File: src/rtl/regfile_pkg.sv
// Shared types for the register file: clear-engine state encoding and depth derivation.
package regfile_pkg;

    typedef enum logic {
        ST_IDLE  = 1'b0,
        ST_CLEAR = 1'b1
    } clr_state_e;

    function automatic int unsigned depth_of(input int unsigned addr_w);
        return 32'd1 << addr_w;
    endfunction

endpackage

File: src/rtl/regfile_clear_fsm.sv
// Bulk-clear sequencer: sweeps every register address once, one per cycle, then returns idle.
//
//   state    | meaning
//   ST_IDLE  | normal operation, waiting for a clear request
//   ST_CLEAR | zeroing register/pending bit at cnt_q, Busy asserted
module regfile_clear_fsm
    import regfile_pkg::*;
#(
    parameter int ADDR_W = 5
) (
    input  logic              clk,
    input  logic              reset,
    input  logic              clear_req_i,
    output logic              busy_o,
    output logic              clear_en_o,
    output logic [ADDR_W-1:0] clear_addr_o
);

    clr_state_e        state_q, state_d;
    logic [ADDR_W-1:0] cnt_q, cnt_d;

    always_ff @(posedge clk or posedge reset) begin
        if (reset) begin
            state_q <= ST_IDLE;
            cnt_q   <= '0;
        end else begin
            state_q <= state_d;
            cnt_q   <= cnt_d;
        end
    end

    always_comb begin
        state_d = state_q;
        cnt_d   = cnt_q;
        case (state_q)
            ST_IDLE: begin
                if (clear_req_i) begin
                    state_d = ST_CLEAR;
                    cnt_d   = '0;
                end
            end
            ST_CLEAR: begin
                // Requests here are ignored; the counter wraps to 0 on the last address.
                cnt_d = cnt_q + ADDR_W'(1);
                if (cnt_q == '1) begin
                    state_d = ST_IDLE;
                end
            end
            default: state_d = ST_IDLE;
        endcase
    end

    assign busy_o       = (state_q == ST_CLEAR);
    assign clear_en_o   = busy_o;
    assign clear_addr_o = cnt_q;

endmodule

File: src/rtl/regfile_scoreboard.sv
// Multi-read-port register file with write-through bypass, pending-write scoreboard
// and a sequential bulk-clear engine.
module regfile_scoreboard
    import regfile_pkg::*;
#(
    parameter int DATA_W   = 32,
    parameter int ADDR_W   = 5,
    parameter int N_RD     = 2,
    parameter int ZERO_REG = 1
) (
    input  logic                     clk,
    input  logic                     reset,
    input  logic                     Reg_Write_i,
    input  logic [ADDR_W-1:0]        Write_Register_i,
    input  logic [DATA_W-1:0]        Write_Data_i,
    input  logic [N_RD*ADDR_W-1:0]   Read_Register_i,
    output logic [N_RD*DATA_W-1:0]   Read_Data_o,
    output logic [N_RD-1:0]          Pending_o,
    input  logic                     Reserve_i,
    input  logic [ADDR_W-1:0]        Reserve_Register_i,
    input  logic                     Clear_Req_i,
    output logic                     Busy_o
);

    localparam int DEPTH     = int'(depth_of(ADDR_W));
    localparam bit HARD_ZERO = (ZERO_REG != 0);

    logic              clear_en;
    logic [ADDR_W-1:0] clear_addr;
    logic              wr_ok;
    logic              rsv_ok;

    logic [DATA_W-1:0] regs_q [DEPTH];
    logic [DEPTH-1:0]  pend_q, pend_d;

    regfile_clear_fsm #(
        .ADDR_W(ADDR_W)
    ) u_clear_fsm (
        .clk          (clk),
        .reset        (reset),
        .clear_req_i  (Clear_Req_i),
        .busy_o       (Busy_o),
        .clear_en_o   (clear_en),
        .clear_addr_o (clear_addr)
    );

    // Reset gates the bypass so outputs read zero while reset is held.
    assign wr_ok  = Reg_Write_i & ~Busy_o & ~reset
                  & ~(HARD_ZERO & (Write_Register_i == '0));
    assign rsv_ok = Reserve_i & ~Busy_o
                  & ~(HARD_ZERO & (Reserve_Register_i == '0));

    // Reserve is applied after the write-clear so a same-cycle reserve wins.
    always_comb begin
        pend_d = pend_q;
        if (clear_en) begin
            pend_d[clear_addr] = 1'b0;
        end else begin
            if (wr_ok) begin
                pend_d[Write_Register_i] = 1'b0;
            end
            if (rsv_ok) begin
                pend_d[Reserve_Register_i] = 1'b1;
            end
        end
    end

    always_ff @(posedge clk or posedge reset) begin
        if (reset) begin
            for (int i = 0; i < DEPTH; i++) begin
                regs_q[i] <= '0;
            end
            pend_q <= '0;
        end else begin
            pend_q <= pend_d;
            if (clear_en) begin
                regs_q[clear_addr] <= '0;
            end else if (wr_ok) begin
                regs_q[Write_Register_i] <= Write_Data_i;
            end
        end
    end

    for (genvar k = 0; k < N_RD; k++) begin : g_rd
        logic [ADDR_W-1:0] rd_addr;
        logic              byp;

        assign rd_addr = Read_Register_i[k*ADDR_W +: ADDR_W];
        assign byp     = wr_ok && (Write_Register_i == rd_addr);

        assign Read_Data_o[k*DATA_W +: DATA_W] =
            (HARD_ZERO && (rd_addr == '0)) ? '0 :
            byp                            ? Write_Data_i :
                                             regs_q[rd_addr];
        assign Pending_o[k] = pend_q[rd_addr] & ~byp;
    end

endmodule

File: config.mk
export PLATFORM = sky130hd
export DESIGN_NAME = regfile_scoreboard
export DESIGN_NICKNAME = d
export VERILOG_FILES = /design/src/rtl/regfile_pkg.sv /design/src/rtl/regfile_clear_fsm.sv /design/src/rtl/regfile_scoreboard.sv
export SDC_FILE = /design/constraint.sdc
export NUM_CORES = 2
export LEC_CHECK = 0
export BUFFER_PORTS_ARGS = -buffer_cell sky130_fd_sc_hd__buf_2
export CAP_MARGIN = 20
export CORE_ASPECT_RATIO = 0.9
export CORE_MARGIN = 10
export CORE_UTILIZATION = 50
export CTS_CLUSTER_SIZE = 25
export DETAILED_ROUTE_END_ITERATION = 8
export PLACE_DENSITY = 0.69
export SLEW_MARGIN = 20
export SYNTH_ARGS = -nofsm -noshare
export SYNTH_HDL_FRONTEND = slang
export SYNTH_SLANG_ARGS = --single-unit
File: constraint.sdc
create_clock -name clk -period 35.9 [get_ports clk]
set_input_delay 1.795 -clock clk [delete_from_list [all_inputs] [get_ports clk]]
set_output_delay 1.795 -clock clk [all_outputs]
set_load 0.02 [all_outputs]
==> results.toml <==
[power_and_ir_drop]
ir_worst_vdd_mv = 0.0413
internal_power_mw = 2.11
seqPwrFrac_pct = 42.5
power_density_nw_per_um2 = 49.3
leakage_nw = 27.9
switchingPower_uw = 945
combPwrFrac_pct = 17.6
power.share.switching_pct = 30.9
clockPowerShare_pct = 39.9

[clocking]
cts_buffers = 113
htreeDepth = 3
cts.sinks = 1062
ctsHoldBuffers = 0
cts_resized = 0
post-cts-setup-buffers = 0
clk_latency_ns = 0.72
tritoncts = "built"
cts_buffer_depth = 3
clk_pin_slew_ns = 0.06
cts_root_buf = "clkbuf_16"

[setup_path]
arrival_ns = 7.02
startpoint_type = "input pin"
path_max_fanout = 68
r2r-start = "u_clear_fsm.busy_o$_DFF_PP0_"
critPathKind = "in2out"
r2r_slack_ns = 32.07
required_ns = 34.10
ff2ff_path_depth = 8
crit_start = "Read_Register_i[5]"
end_kind = "output port"
worstReg2RegEnd = "regs_q[973]$_DFFE_PP0P_"

[global_route]
grt_remaining_overflow = 0
grt_pass1_wl_mm = 329
grt_start_max_net_pins = 186
antenna_found_initial = 15
grt_pass1_vias = 44246
gr-usage-all-layers_pct = 35.1

[finish]
drive_gt1_share_pct = 25.2
num-fill-cells = 8926
final_core_util_pct = 55.5
regArea_um2 = 26600
syn_to_final_growth_pct = 9.79
final_common_cell = "dfrtp_1"
instances_no_fill = 5716
layout_common_cells = "dfrtp_1 (1062), a22o_1 (1013), mux4_2 (374)"
nets = 4204
multi_input_area_um2 = 27900

[timing]
min_period_ns = 8.81
worst_pin_slew_ns = 1.21
hold_violations = 0
setup_violations = 0
finClkSkew_ns = 0.0351
rsz0062_at_grt = "false"
fin_tns_setup_ns = 0
slew_violations = 0
min_period_over_period_pct = 24.5
relSlewSlack_pct = 19.0
fmax_mhz = 113

[route]
routed-wl-met2_mm = 92.2
drtIter0Drc = 8306
drc = 0
viasPerCell = 8.04
vias = 45956
wl_met3_mm = 39.8
wl_met1_mm = 82.6
antenna_left = 0
wirelength_mm = 231
top_layer_used = "met5"
wire_per_inst_um = 40.4
firstDrtPassIters = 8

[floorplan]
core-area_um2 = 112000
rows = 116
die_area_um2 = 127000
initial_core_util_pct = 50.6
ios = 124
die-width_um = 374
die_y_um = 339

[synth]
synth.area.top_cells = "dfrtp_1 (47%), a22o_1 (16%), mux4_2 (15%)"
syn_area_um2 = 56500
ys_seq_area_share_pct = 47.1
synthFlopType = "dfrtp_1"
synthCells = 4332
ys_warn_count = 0
ys_ff_latch = 1062
synth_area_per_cell_um2 = 13.0
synth_top_area_share_pct = 47.1
synthArstFlopShare_pct = 100
synth_largest_area_cell = "dfrtp_1"
post_synth_num_cell_types = 70
synth_edf_count = 0
synth_nets = 4394

[place]
port_buffers = 123
dp_hpwl_mm = 124
dp.cells = 5501
gp_congestion = 0.894

[hold_path]
worst_hold_path.num_cells = 2
hold_start = "pend_q[10]$_DFF_PP0_"
hold_end = "pend_q[10]$_DFF_PP0_"
min_path_type = "reg2reg"

[job]
cap_viol_max_count = 0

[outcome]
status = "finished clean"
[cell type report]
class | instances | area share (%)
Clock inverter | 41 | 0.723
Multi-Input combinational cell | 2698 | 45.0
Inverter | 8 | 0.0626
Clock buffer | 165 | 5.48
Tap cell | 1475 | 2.98
Timing Repair Buffer | 259 | 2.87
Sequential cell | 1062 | 42.9
Antenna cell | 8 | 0.0323
[power groups by stage]
stage	clock network (mW)	logic [mW]	registers, mW
final	1.22	0.538	1.30
after global routing	1.27	0.545	1.30
after CTS	1.22	0.515	1.30
after detailed placement	0	0.514	1.32
after global placement	0	0.509	1.31
after floorplan	0	0.306	1.30
[kinds of logic after synthesis]
kind of cell	share of synthesized area, %
AO/OA/AOI/OAI	21.1
flip-flops	47.1
multiplexers	22.7
buffers and inverters	4.56
AND/OR/NAND/NOR	4.22
XOR/XNOR	0.186
adder cells (fa/ha/maj)	0.111
[critical path: stages]
cell and delay (ns):
buf_8 0.61, buf_4 0.81, buf_4 0.79, buf_4 0.77, mux4_2 0.36, mux2i_1 0.08, a2111oi_0 1.06, a311oi_1 0.17
nor3_1 0.23, buf_2 0.20
[metrics by stage]
step / total power, mW / setup slack, ns / instance area, um^2 / hold WS, ns
CTS: 3.03 / 27.10 / 61900 / 0.503
global placement: 1.82 / 27.19 / 58100 / 0.483
global route: 3.12 / 26.83 / 62000 / 0.525
finish: 3.06 / 27.09 / 62000 / 0.510
detailed placement: 1.83 / 27.09 / 58100 / 0.490
floorplan: 1.61 / 4.21 / 56500 / 0.461
[synth_stat cells, drive strengths merged (4+ instances only)]
| library cell | number |
|---|---|
| o21a | 4 |
| dfrtp | 1062 |
| nand2b | 13 |
| mux2i | 285 |
| mux4 | 374 |
| or3 | 7 |
| a211o | 5 |
| clkbuf | 341 |
| a22o | 1013 |
| o31ai | 14 |
| xnor2 | 9 |
| buf | 223 |
| nor4b | 5 |
| a221o | 20 |
| inv | 8 |
| a2111oi | 28 |
| or2 | 14 |
| a21boi | 7 |
| nand3b | 9 |
| nor4 | 9 |
| o22a | 7 |
| a21oi | 71 |
| mux2 | 139 |
| o22ai | 71 |
| or3b | 8 |
| nand2 | 100 |
| o21ai | 52 |
| a211oi | 21 |
| nor3b | 17 |
| nor3 | 82 |
| ha | 5 |
| and2 | 8 |
| a22oi | 13 |
| nor2b | 48 |
| nand3 | 20 |
| nor2 | 97 |
| a221oi | 82 |
| a311oi | 16 |
[how the worst max path moves through the flow]
| stage | end |
|---|---|
| global placement | Read_Data_o[34] |
| floorplan | pend_q[0]$_DFF_PP0_ |
| CTS | Read_Data_o[34] |
| detailed placement | Read_Data_o[34] |
| global route | Read_Data_o[35] |
| finish | Read_Data_o[35] |
[flip-flops by register name (all words and copies together), names as in the netlist]
| register | cells |
|---|---|
| pend_q | 32 |
| regs_q | 1024 |
| u_clear_fsm.busy_o | 1 |
| u_clear_fsm.clear_addr_o | 5 |
[metal layers]
layer / up-vias / global-route usage (%)
met5: - / 0
met4: 14 / 20.1
met3: 1015 / 16.7
met2: 4520 / 46.9
met1: 23447 / 46.1
li1: 16960 / -
Power figures use the tool's default switching activity.
